<file path="config.mk">
export PLATFORM = sky130hd
export DESIGN_NAME = lock_equalizer_flat
export DESIGN_NICKNAME = d
export VERILOG_FILES = /design/src/rtl/lock_equalizer_if.sv /design/src/rtl/lock_equalizer.sv /design/src/flat_wrapper.sv
export SDC_FILE = /design/constraint.sdc
export NUM_CORES = 1
export LEC_CHECK = 0
export CAP_MARGIN = 25
export CORE_ASPECT_RATIO = 0.5
export CORE_MARGIN = 2
export CORE_UTILIZATION = 30
export CTS_CLUSTER_SIZE = 12
export DETAILED_ROUTE_END_ITERATION = 10
export DONT_BUFFER_PORTS = 1
export GPL_ROUTABILITY_DRIVEN = 0
export PLACE_DENSITY = 0.5
export REMOVE_ABC_BUFFERS = 1
export SLEW_MARGIN = 20
export SYNTH_ARGS = -nofsm -noshare
export SYNTH_HDL_FRONTEND = slang
export SYNTH_SLANG_ARGS = --single-unit
</file>
<file path="constraint.sdc">
create_clock -name clk -period 3.1 [get_ports clk]
set_input_delay 0.465 -clock clk [delete_from_list [all_inputs] [get_ports clk]]
set_output_delay 0.465 -clock clk [all_outputs]
set_load 0.005 [all_outputs]
</file>
<file path="src/rtl/lock_equalizer_if.sv">
// lock_equalizer_if: start/level request bus and valve/status response bus of the lock equalizer
interface lock_equalizer_if #(
  parameter int WIDTH = 8
);
  logic             start;
  logic [WIDTH-1:0] level_a;
  logic [WIDTH-1:0] level_b;
  logic             fill;
  logic             drain;
  logic             equal;
  logic             busy;
  logic             done;
  logic             fault;
  modport master (
    output start, level_a, level_b,
    input  fill, drain, equal, busy, done, fault
  );
  modport slave (
    input  start, level_a, level_b,
    output fill, drain, equal, busy, done, fault
  );
endinterface

</file>
<file path="src/rtl/lock_equalizer.sv">
// lock_equalizer: drives fill/drain valves until the chamber level matches the river level
module lock_equalizer #(
  parameter int WIDTH   = 8,
  parameter int TOL     = 0,
  parameter int SETTLE  = 4,
  parameter int TIMEOUT = 64
) (
  input logic             clk,
  input logic             rst_n,
  lock_equalizer_if.slave bus
);
  typedef enum logic [2:0] {S_IDLE, S_FILL, S_DRAIN, S_SETTLE, S_DONE, S_FAULT} state_t;
  localparam logic [15:0] TO_LAST = 16'(TIMEOUT - 1);
  localparam logic [7:0]  ST_LAST = 8'(SETTLE - 1);
  state_t      state_q, state_d;
  logic [15:0] cnt_q, cnt_d;
  logic [7:0]  stab_q, stab_d;
  logic        fill_q, fill_d, drain_q, drain_d, fault_q, fault_d;
  logic [WIDTH:0] a_x, b_x, diff;
  logic        far, below, above;
  // one extra bit keeps the subtraction from wrapping for any level pair
  assign a_x   = {1'b0, bus.level_a};
  assign b_x   = {1'b0, bus.level_b};
  assign diff  = a_x >= b_x ? a_x - b_x : b_x - a_x;
  assign far   = 32'(diff) > 32'(TOL);
  assign below = far && a_x < b_x;
  assign above = far && a_x > b_x;
  assign bus.equal = !far;
  assign bus.fill  = fill_q;
  assign bus.drain = drain_q;
  assign bus.fault = fault_q;
  assign bus.busy  = state_q inside {S_FILL, S_DRAIN, S_SETTLE};
  assign bus.done  = state_q == S_DONE;
  // next state and counters; counters fall back to zero whenever their phase is left
  always_comb begin
    state_d = state_q;
    cnt_d   = '0;
    stab_d  = '0;
    case (state_q)
      S_IDLE:   state_d = !bus.start ? S_IDLE : below ? S_FILL : above ? S_DRAIN : S_SETTLE;
      S_FILL: begin
        state_d = above ? S_DRAIN : !below ? S_SETTLE : cnt_q == TO_LAST ? S_FAULT : S_FILL;
        cnt_d   = state_d == S_FILL ? cnt_q + 16'd1 : '0;
      end
      S_DRAIN: begin
        state_d = below ? S_FILL : !above ? S_SETTLE : cnt_q == TO_LAST ? S_FAULT : S_DRAIN;
        cnt_d   = state_d == S_DRAIN ? cnt_q + 16'd1 : '0;
      end
      S_SETTLE: begin
        state_d = below ? S_FILL : above ? S_DRAIN : stab_q == ST_LAST ? S_DONE : S_SETTLE;
        stab_d  = state_d == S_SETTLE ? stab_q + 8'd1 : '0;
      end
      S_DONE:   state_d = S_IDLE;
      default:  state_d = S_FAULT;
    endcase
    fill_d  = state_q == S_FILL;
    drain_d = state_q == S_DRAIN;
    fault_d = fault_q | (state_q == S_FAULT);
  end
  // state and registered valve/fault outputs; reset drops the valves immediately
  always_ff @(posedge clk or negedge rst_n) begin
    if (!rst_n) begin
      state_q <= S_IDLE;
      cnt_q   <= '0;
      stab_q  <= '0;
      fill_q  <= 1'b0;
      drain_q <= 1'b0;
      fault_q <= 1'b0;
    end else begin
      state_q <= state_d;
      cnt_q   <= cnt_d;
      stab_q  <= stab_d;
      fill_q  <= fill_d;
      drain_q <= drain_d;
      fault_q <= fault_d;
    end
  end
endmodule

</file>
<file path="src/flat_wrapper.sv">
// flat-port wrapper written by rule: the top's interface ports become plain ports
module lock_equalizer_flat 
#(
  parameter int WIDTH   = 8,
  parameter int TOL     = 0,
  parameter int SETTLE  = 4,
  parameter int TIMEOUT = 64
)
  (clk, rst_n, bus_start, bus_level_a, bus_level_b, bus_fill, bus_drain, bus_equal, bus_busy, bus_done, bus_fault);
  lock_equalizer_if #(.WIDTH(WIDTH)) bus_i ();
  input logic clk;
  input logic rst_n;
  input wire logic [$bits(bus_i.start)-1:0] bus_start;
  input wire logic [$bits(bus_i.level_a)-1:0] bus_level_a;
  input wire logic [$bits(bus_i.level_b)-1:0] bus_level_b;
  output wire logic [$bits(bus_i.fill)-1:0] bus_fill;
  output wire logic [$bits(bus_i.drain)-1:0] bus_drain;
  output wire logic [$bits(bus_i.equal)-1:0] bus_equal;
  output wire logic [$bits(bus_i.busy)-1:0] bus_busy;
  output wire logic [$bits(bus_i.done)-1:0] bus_done;
  output wire logic [$bits(bus_i.fault)-1:0] bus_fault;
  assign bus_i.start = bus_start;
  assign bus_i.level_a = bus_level_a;
  assign bus_i.level_b = bus_level_b;
  assign bus_fill = bus_i.fill;
  assign bus_drain = bus_i.drain;
  assign bus_equal = bus_i.equal;
  assign bus_busy = bus_i.busy;
  assign bus_done = bus_i.done;
  assign bus_fault = bus_i.fault;
  lock_equalizer #(.WIDTH(WIDTH), .TOL(TOL), .SETTLE(SETTLE), .TIMEOUT(TIMEOUT)) u_core (.clk(clk), .rst_n(rst_n), .bus(bus_i));
endmodule
</file>
* Yosys cells after proc, flatten, opt, wreduce, memory -nomap -nowiden *
Cells that the tools add are included.

storage, ports and cells
  logic and storage cells = 49
  bits in registers = 30
  bits in latches = 0
  input bits = 19
  memory bits (read-only) = 0
  memories kept = 0
  memory bits (writable) = 0
  output and inout bits = 6

operators by class
  magnitude comparators = 4
  bitwise operators = 1
  equality and inequality tests = 10
  multiplexer cells = 19
  $mul = 0
  reductions and logical operators = 5
  shift-type cells = 0
  divide/modulo/power cells = 0
  add/subtract/negate cells = 4

operators by type and width
  kind                                                            count
  2-to-1 mux 3 bit                                                11
  2-to-1 mux 16 bit                                               2
  case mux 16 bit (2 select lines)                                1
  subtractor 8 x 8 -> 9 bit                                       2
  adder 16 x 1 -> 16 bit (second input constant)                  1
  == test 16 x 6 -> 1 bit (second input constant)                 1
  2-to-1 mux 8 bit                                                2
  case mux 3 bit (5 select lines)                                 1
  == test 3 x 2 -> 1 bit (second input constant)                  4
  greater-than comparator 9 x 1 -> 1 bit (second input constant)  1
  2-to-1 mux 9 bit                                                1
  adder 8 x 1 -> 8 bit (second input constant)                    1
  == test 8 x 2 -> 1 bit (second input constant)                  1
  greater-or-equal comparator 8 bit                               1
  greater-than comparator 8 bit                                   1
  < comparator 8 bit                                              1
  == test 3 x 1 -> 1 bit (second input constant)                  2
  == test 3 bit (second input constant)                           2
  zero test 3 bit                                                 1
  nonzero test 3 bit                                              1
  logical AND 1 bit                                               2
  zero test 1 bit                                                 1
  2-to-1 mux 1 bit                                                1
  bitwise OR 1 bit                                                1

* Longest topological paths before layout *
Gate-level depths: netlist (run 1).

  depth after elaboration = 9
  mapped depth = 12

* Worst setup path before layout (run 1) *
No wires, ideal clock.

  path kind = input port to output port
  start = input port bus_level_b[6]
  end = output port bus_equal
  stages on the path = 9
  arrival time = 2325 ps
  required time = 2635 ps
  buffers on the path = 1
  setup slack = 310 ps
  path through = inv_1 ha_1 buf_6 inv_1 o21ai_0 o32a_1 or4b_1 o31a_4 clkinv_4

between the ends
  word-level cells in the longest chain between the ends = 4
  elaborated cells on any way between the ends = 6
  classes of those cells = add/sub: 2; order compare: 2; mux: 1; reduce/logical: 1

ends and longest elaborated chain
  what                                                                            RTL line              RTL
  start: declaration                                                              flat_wrapper.sv:15    input wire logic [$bits(bus_i.level_b)-1:0] bus_level_b;
  subtractor 8 x 8 -> 9 bit or greater-or-equal comparator 8 bit (tied branches)  lock_equalizer.sv:24  assign diff = a_x >= b_x ? a_x - b_x : b_x - a_x;
  2-to-1 mux 9 bit (*)                                                            lock_equalizer.sv:24
  greater-than comparator 9 x 1 -> 1 bit (*)                                      lock_equalizer.sv:25  assign far = 32'(diff) > 32'(TOL);
  zero test 1 bit (*)                                                             lock_equalizer.sv:28  assign bus.equal = !far;
  end: declaration                                                                flat_wrapper.sv:18    output wire logic [$bits(bus_i.equal)-1:0] bus_equal;

Mark *: on every way between the ends. The rest lies on a longest branch, timed or not.

* Worst setup path after layout (run 1) *
  start = input port bus_level_b[4]
  end = output port bus_equal

Same word-level chain as after synthesis.

==> metrics.txt, run 1 <==
# TYPE chip_impl_metric gauge
chip_impl_info{name="cts_tree",value="yes"} 1
chip_impl_metric{name="synth.distinct_cells",unit=""} 56
chip_impl_metric{name="final-instance-count-excl-fill",unit=""} 380
chip_impl_info{name="final_cell_mix",value="nor2_1 (45), dfrtp_1 (30), inv_1 (24)"} 1
chip_impl_metric{name="critical_path_peak_fanout",unit=""} 14
chip_impl_metric{name="cts.reportedPaths.clkPinSlew",unit="ns"} 0.05
chip_impl_info{name="synth-main-ff-cell",value="dfrtp_1"} 1
chip_impl_metric{name="cts_sinks",unit=""} 30
chip_impl_metric{name="antenna_cells_inserted",unit=""} 0
chip_impl_metric{name="syn_area",unit="um^2"} 2340
chip_impl_metric{name="critical_path_arrival",unit="ns"} 2.49
chip_impl_metric{name="r2r_slack",unit="ns"} 1.16
chip_impl_metric{name="fin_nets",unit=""} 320
chip_impl_info{name="worst_r2r_startpoint",value="u_core.cnt_q[0]"} 1
chip_impl_metric{name="num_rows",unit=""} 22
chip_impl_metric{name="slew-limit-headroom",unit=""} 0.742
chip_impl_metric{name="highest_attainable_clock_frequency",unit="MHz"} 339
chip_impl_info{name="synthDominantAreaCellType",value="dfrtp_1"} 1
chip_impl_metric{name="totalWireLength",unit="um"} 4920
chip_impl_metric{name="finalClockSkew",unit="ns"} 0.00424
chip_impl_metric{name="tritoncts.num_buffers",unit=""} 5
chip_impl_metric{name="fraction_of_final_layout_cells_sized_beyond_drive_strength_1",unit=""} 0.0845
chip_impl_info{name="cpLargestDelayFamily",value="compound AO/OA/AOI/OAI gates"} 1
chip_impl_metric{name="period_needed",unit="ns"} 2.95
chip_impl_info{name="crit_chain",value="inv_1 > ha_1 > a21o_1 > o32a_1 > or4b_1 > o31a_4 > clkinv_4"} 1
chip_impl_info{name="crit-reg2reg-capture",value="u_core.cnt_q[5]"} 1
chip_impl_metric{name="syn-mean-instance-area",unit="um^2"} 8.35
chip_impl_metric{name="route.detailed.drc",unit=""} 0
chip_impl_info{name="root_buffer",value="clkbuf_16"} 1
chip_impl_metric{name="design.core.area",unit="um^2"} 7430
chip_impl_metric{name="clock_latency",unit="ns"} 0.28
chip_impl_metric{name="pwr_density_cell",unit="nW/um^2"} 481
chip_impl_metric{name="num_vias",unit=""} 1918
chip_impl_metric{name="syn-instance-count",unit=""} 280
chip_impl_info{name="hp-class",value="in2async"} 1
chip_impl_metric{name="synth.top_cell.area_share",unit=""} 0.321
chip_impl_metric{name="die_x",unit="um"} 129
chip_impl_metric{name="number_of_antenna_violations_at_the_first_check_in_global_routing",unit=""} 0
chip_impl_info{name="crit_slowest_cell",value="or4b_1"} 1
chip_impl_metric{name="pin_count",unit=""} 25
chip_impl_metric{name="cp_slowest_stage_delay",unit="ns"} 0.52
chip_impl_metric{name="synthArstFlopShare",unit=""} 1.00
chip_impl_metric{name="max-cap-violations",unit=""} 0
chip_impl_metric{name="initial_core_util",unit=""} 0.315
chip_impl_info{name="run_status",value="finished, final reports clean"} 1
chip_impl_metric{name="hold_viol_final",unit=""} 0
chip_impl_info{name="criticalPathCategory",value="in2out"} 1
chip_impl_info{name="worst_setup_path_start_kind",value="input port"} 1
chip_impl_metric{name="numPortBuffers",unit=""} 0
chip_impl_metric{name="grt_max_degree",unit=""} 31
chip_impl_metric{name="dr.pass1.iters",unit=""} 4
chip_impl_info{name="grt_setup_unrepaired",value="false"} 1
chip_impl_info{name="synth.top_cells.by_area",value="dfrtp_1 (32%), ha_1 (9.6%), nor2_1 (7.2%)"} 1
chip_impl_metric{name="post_cts_resized",unit=""} 0
chip_impl_metric{name="worstPathRequired",unit="ns"} 2.63
chip_impl_metric{name="detail_route.wl_per_cell",unit="um"} 12.9
chip_impl_metric{name="dieHeight",unit="um"} 66.4
chip_impl_metric{name="worst_ir_drop_vdd",unit="V"} 0.000212
chip_impl_metric{name="track_usage",unit=""} 0.126
chip_impl_metric{name="cts_max_path_buffers",unit=""} 2
chip_impl_metric{name="power.leakage",unit="nW"} 1.19
chip_impl_info{name="cp-end-kind",value="primary output"} 1
chip_impl_metric{name="grt_pass1_vias",unit=""} 1910
chip_impl_metric{name="final_core_util",unit=""} 0.351
chip_impl_metric{name="numPlacedInstances",unit=""} 371
chip_impl_metric{name="place.detailed.hpwl",unit="um"} 3690
chip_impl_metric{name="ys_ff_latch",unit=""} 30
chip_impl_metric{name="grt-ovfl-total",unit=""} 0
chip_impl_metric{name="finalSetupViolations",unit=""} 0
chip_impl_info{name="layout_commonest_cell",value="nor2_1"} 1
chip_impl_metric{name="synth-edff-count",unit=""} 0
chip_impl_metric{name="grt_first_pass_wirelength",unit="um"} 8490
chip_impl_metric{name="period_utilisation_layout",unit=""} 0.953
chip_impl_metric{name="crit_buf_inv",unit=""} 2
chip_impl_metric{name="fin_tns_setup",unit="ns"} 0
chip_impl_metric{name="ys_warn_count",unit=""} 0
chip_impl_metric{name="worst_hold_slack",unit="ns"} 0.0113
chip_impl_metric{name="area.growth.synth_to_final",unit="%"} 11.6
chip_impl_metric{name="worst-r2r-cell-count",unit=""} 6
chip_impl_metric{name="design.die.area",unit="um^2"} 8560
chip_impl_metric{name="ant_nets",unit=""} 0
chip_impl_metric{name="via_per_inst",unit=""} 5.05
chip_impl_metric{name="seq_area_frac_synth",unit=""} 0.321
chip_impl_metric{name="tightestPinTransition",unit="ns"} 0.383
chip_impl_metric{name="maxSlewViolCount",unit=""} 0
chip_impl_metric{name="clock_tree.htree_level_count",unit=""} 2
chip_impl_metric{name="drt_iter0_drc",unit=""} 109
where the power goes:
group | internal [mW] | leakage [nW] | switching [mW]
sequential | 0.419 | 0.408 | 0.0315
combinational | 0.0993 | 0.699 | 0.155
clock | 0.375 | 0.0836 | 0.175
total | 0.893 | 1.19 | 0.361
registers in the layout, summed over array words and instances, names as in the netlist:
name and count:
u_core.state_q 3, u_core.bus.drain 1, u_core.cnt_q 16, u_core.bus.fill 1, u_core.bus.fault 1, u_core.stab_q 8
synthesized netlist by cell type (2+ instances only):
cell type / count
nor4_1: 4
dfrtp_1: 30
ha_1: 18
or2_2: 2
mux2i_1: 2
nor2_1: 45
clkbuf_1: 2
o21bai_1: 2
nand2_1: 17
and2_1: 2
nor2b_1: 4
nor3_1: 7
xor2_1: 9
buf_4: 2
nand3b_1: 2
inv_1: 24
nand4_1: 5
buf_6: 2
and4_1: 2
xnor2_1: 13
o21ai_0: 8
a21o_1: 6
nand3_1: 17
a21oi_1: 14
o22ai_1: 2
nor3b_1: 4
a211o_1: 2
and3_1: 5
worst max-delay path by stage:
stage | slack [ns] | end | cells past startpoint | startpoint
2_1_floorplan | 0.27 | bus_equal | 7 | bus_level_b[4]
3_3_place_gp | 0.17 | bus_equal | 7 | bus_level_b[4]
3_5_place_dp | 0.15 | bus_equal | 7 | bus_level_b[4]
4_1_cts | 0.14 | bus_equal | 7 | bus_level_b[4]
5_1_grt | 0.04 | bus_equal | 7 | bus_level_b[4]
6_report | 0.15 | bus_equal | 7 | bus_level_b[4]
timing repair:
action | in CTS | in global routing
hold endpoints to repair | 30 | 0
buffers inserted | 0 | 0
hold buffers | 1 | 0
setup endpoints to repair | 0 | 0
cell type report:
class                   instances  area [um^2]
repair buffers                  3         35.0
multi-input cells             218         1440
inverters                      25         98.8
fillers                       795         4820
well taps                      96          120
clock inverters                 3         40.0
clock buffers                   5          125
flip-flops and latches         30          751
cell families after synthesis:
family,count (synthesis),share of synthesized area
simple gates,123,0.259
compound gates,52,0.164
buf+inv,32,0.0637
flops,30,0.321
xor+xnor,22,0.0824
fa+ha+maj,18,0.0963
mux,3,0.0134
routing by layer:
metal / vias to the layer above / share of wire / GRT usage / wire (um)
met1: 921 / 0.49 / 0.147 / 2400
met3: 4 / 0.028 / 0.0340 / 137
met4: 0 / 0.0094 / 0.0367 / 46
met5: - / 0 / 0 / 0
met2: 20 / 0.47 / 0.228 / 2340
li1: 973 / - / - / -
stage by stage:
stage	area (um^2)	worst slack, ns	power [mW]
floorplan	2290	0.265	0.643
global placement	2420	0.172	0.698
detailed placement	2420	0.147	0.702
CTS	2610	0.144	1.27
global route	2610	0.0392	1.32
finish	2610	0.147	1.25
(Power assumes the default switching activity.)
==> run 2: changes to the inputs <==
- CORE_MARGIN: 2 -> 3
==> run 2 against run 1 <==
Fmax down 0.38%; via count down 2.3%; final cell count unchanged; count of clock-buffer cells in the layout up 1; global-route usage down 1.6 points; highest routed layer unchanged; flip-flop and latch count unchanged; non-clock buffer count unchanged; wire length down 2.4%; register-to-register slack about the same; critical path type unchanged.
==> metrics.txt, run 2 (synthesis results as in run 1) <==
# TYPE chip_impl_metric gauge
chip_impl_metric{name="cp_slowest_stage_delay",unit="ns"} 0.53
chip_impl_metric{name="ant_nets",unit=""} 0
chip_impl_metric{name="track_usage",unit=""} 0.110
chip_impl_metric{name="worst_hold_slack",unit="ns"} 0.00849
chip_impl_metric{name="period_needed",unit="ns"} 2.96
chip_impl_metric{name="fraction_of_final_layout_cells_sized_beyond_drive_strength_1",unit=""} 0.0845
chip_impl_metric{name="final_core_util",unit=""} 0.349
chip_impl_metric{name="number_of_flip_flops_under_the_largest_register_name",unit=""} 16
chip_impl_info{name="worst_r2r_startpoint",value="u_core.cnt_q[0]"} 1
chip_impl_info{name="root_buffer",value="clkbuf_16"} 1
chip_impl_metric{name="worstPathRequired",unit="ns"} 2.63
chip_impl_metric{name="antenna_cells_inserted",unit=""} 0
chip_impl_metric{name="clock_latency",unit="ns"} 0.27
chip_impl_metric{name="initial_core_util",unit=""} 0.315
chip_impl_metric{name="worst_setup_slack_post_dpl",unit="ns"} 0.141
chip_impl_info{name="layout_commonest_cell",value="nor2_1"} 1
chip_impl_metric{name="cts.reportedPaths.clkPinSlew",unit="ns"} 0.05
chip_impl_metric{name="detailed_place.area",unit="um^2"} 2420
chip_impl_metric{name="max-cap-violations",unit=""} 0
chip_impl_metric{name="pin_count",unit=""} 25
chip_impl_info{name="cpLargestDelayFamily",value="compound AO/OA/AOI/OAI gates"} 1
chip_impl_metric{name="dr.pass1.iters",unit=""} 4
chip_impl_metric{name="final.setup.worst_slack",unit="ns"} 0.136
chip_impl_metric{name="finalClockSkew",unit="ns"} 0.00562
chip_impl_metric{name="finalInstanceArea",unit="um^2"} 2590
chip_impl_metric{name="post_cts_resized",unit=""} 0
chip_impl_metric{name="num_vias",unit=""} 1874
chip_impl_metric{name="grt_first_pass_wirelength",unit="um"} 7870
chip_impl_metric{name="tightestPinTransition",unit="ns"} 0.423
chip_impl_metric{name="critical_path_peak_fanout",unit=""} 14
chip_impl_info{name="crit_chain",value="inv_1 > ha_1 > a21o_1 > o32a_1 > or4b_1 > o31a_4 > clkinv_4"} 1
chip_impl_metric{name="via_per_inst",unit=""} 4.93
chip_impl_info{name="cp-end-kind",value="primary output"} 1
chip_impl_metric{name="fillerInstances",unit=""} 761
chip_impl_metric{name="worst_ir_drop_vdd",unit="V"} 0.000197
chip_impl_info{name="regMostFlops",value="u_core.cnt_q"} 1
chip_impl_info{name="global_route.peak_usage_layer",value="met2"} 1
chip_impl_metric{name="worst-r2r-cell-count",unit=""} 7
chip_impl_info{name="largest_registers",value="u_core.cnt_q (16), u_core.stab_q (8), u_core.state_q (3)"} 1
chip_impl_metric{name="hold_viol_final",unit=""} 0
chip_impl_info{name="final_cell_mix",value="nor2_1 (45), dfrtp_1 (30), inv_1 (24)"} 1
chip_impl_metric{name="fin_tns_setup",unit="ns"} 0
chip_impl_metric{name="grt-ovfl-total",unit=""} 0
chip_impl_metric{name="clock_tree.htree_level_count",unit=""} 2
chip_impl_info{name="crit-reg2reg-capture",value="u_core.state_q[1]"} 1
chip_impl_metric{name="grtUsageMet2",unit=""} 0.198
chip_impl_metric{name="grt_max_degree",unit=""} 31
chip_impl_metric{name="cts_sinks",unit=""} 30
chip_impl_metric{name="cts_max_path_buffers",unit=""} 2
chip_impl_metric{name="area.growth.synth_to_final",unit="%"} 11.0
chip_impl_metric{name="num_rows",unit=""} 22
chip_impl_metric{name="place.detailed.hpwl",unit="um"} 3650
chip_impl_metric{name="fin_nets",unit=""} 320
chip_impl_info{name="grt_setup_unrepaired",value="false"} 1
chip_impl_metric{name="slew-limit-headroom",unit=""} 0.715
chip_impl_metric{name="finalSetupViolations",unit=""} 0
chip_impl_metric{name="r2r_slack",unit="ns"} 1.17
chip_impl_metric{name="grtUsageMet3",unit=""} 0.0218
chip_impl_metric{name="grt_util_met1",unit=""} 0.132
chip_impl_metric{name="postCtsSetupBuffers",unit=""} 0
chip_impl_metric{name="power.leakage",unit="nW"} 1.18
chip_impl_metric{name="tritoncts.num_buffers",unit=""} 5
chip_impl_metric{name="highest_attainable_clock_frequency",unit="MHz"} 337
chip_impl_metric{name="totalWireLength",unit="um"} 4800
chip_impl_metric{name="crit_buf_inv",unit=""} 2
chip_impl_metric{name="grt_pass1_vias",unit=""} 1781
chip_impl_metric{name="maxSlewViolCount",unit=""} 0
chip_impl_metric{name="critical_path_arrival",unit="ns"} 2.50
chip_impl_metric{name="dieHeight",unit="um"} 68.4
chip_impl_metric{name="numPortBuffers",unit=""} 0
chip_impl_metric{name="route.detailed.drc",unit=""} 0
chip_impl_metric{name="drt_iter0_drc",unit=""} 123
chip_impl_metric{name="period_utilisation_layout",unit=""} 0.956
chip_impl_info{name="hp-class",value="in2async"} 1
chip_impl_metric{name="design.die.area",unit="um^2"} 8950
chip_impl_info{name="crit_slowest_cell",value="or4b_1"} 1
chip_impl_metric{name="pwr_density_cell",unit="nW/um^2"} 458
chip_impl_metric{name="die_x",unit="um"} 131
chip_impl_info{name="run_status",value="finished, final reports clean"} 1
chip_impl_metric{name="number_of_antenna_violations_at_the_first_check_in_global_routing",unit=""} 0
chip_impl_info{name="worst_setup_path_start_kind",value="input port"} 1
chip_impl_metric{name="detail_route.wl_per_cell",unit="um"} 12.6
chip_impl_info{name="cts_tree",value="yes"} 1
chip_impl_metric{name="design.core.area",unit="um^2"} 7430
chip_impl_info{name="criticalPathCategory",value="in2out"} 1
==> run 2: cell count changes in the layout (fill, tap and decap cells not counted) <==
cell	previous run	this run
clkbuf_8	0	1
clkinvlp_4	0	1
clkinv_2	2	1
bufinv_16	1	0
==> run 2: what timing repair did <==
action | in CTS | in global routing
hold buffers | 1 | 0
endpoints found under the hold margin | 30 | 0
endpoints found under the setup margin | 0 | 0
==> run 2: stage by stage <==
| step | power [mW] | cells |
|---|---|---|
| 2_1_floorplan | 0.643 | 273 |
| 3_3_place_gp | 0.697 | 371 |
| 3_5_place_dp | 0.702 | 371 |
| 4_1_cts | 1.21 | 380 |
| 5_1_grt | 1.26 | 380 |
| 6_report | 1.19 | 380 |
==> run 2: worst max-delay path by stage <==
| stage | cells after the start | start | to |
|---|---|---|---|
| final | 7 | bus_level_b[4] | bus_equal |
| after floorplan | 7 | bus_level_b[4] | bus_equal |
| after global routing | 8 | bus_level_b[6] | bus_equal |
| after detailed placement | 7 | bus_level_b[4] | bus_equal |
| after CTS | 7 | bus_level_b[4] | bus_equal |
| after global placement | 7 | bus_level_b[4] | bus_equal |
==> run 2: report_power, final <==
group | switching (mW) | internal (mW)
Sequential | 0.0305 | 0.419
Clock | 0.166 | 0.317
Combinational | 0.156 | 0.0993
Total | 0.353 | 0.835
==> run 2: area by class of cell <==
type / count / area (um^2) / share of cell area
clock buffer: 6 / 139 / 0.0535
clock inverter: 2 / 12.5 / 0.00482
inverter: 25 / 98.8 / 0.0381
multi-input combinational: 218 / 1440 / 0.554
sequential: 30 / 751 / 0.289
tap: 96 / 120 / 0.0463
timing repair buffer: 3 / 35.0 / 0.0135
==> run 2: metal layers <==
metal	wire (um)	up-vias
met3	143	2
met5	0	-
met2	2400	34
li1	-	966
met4	26	0
met1	2240	872
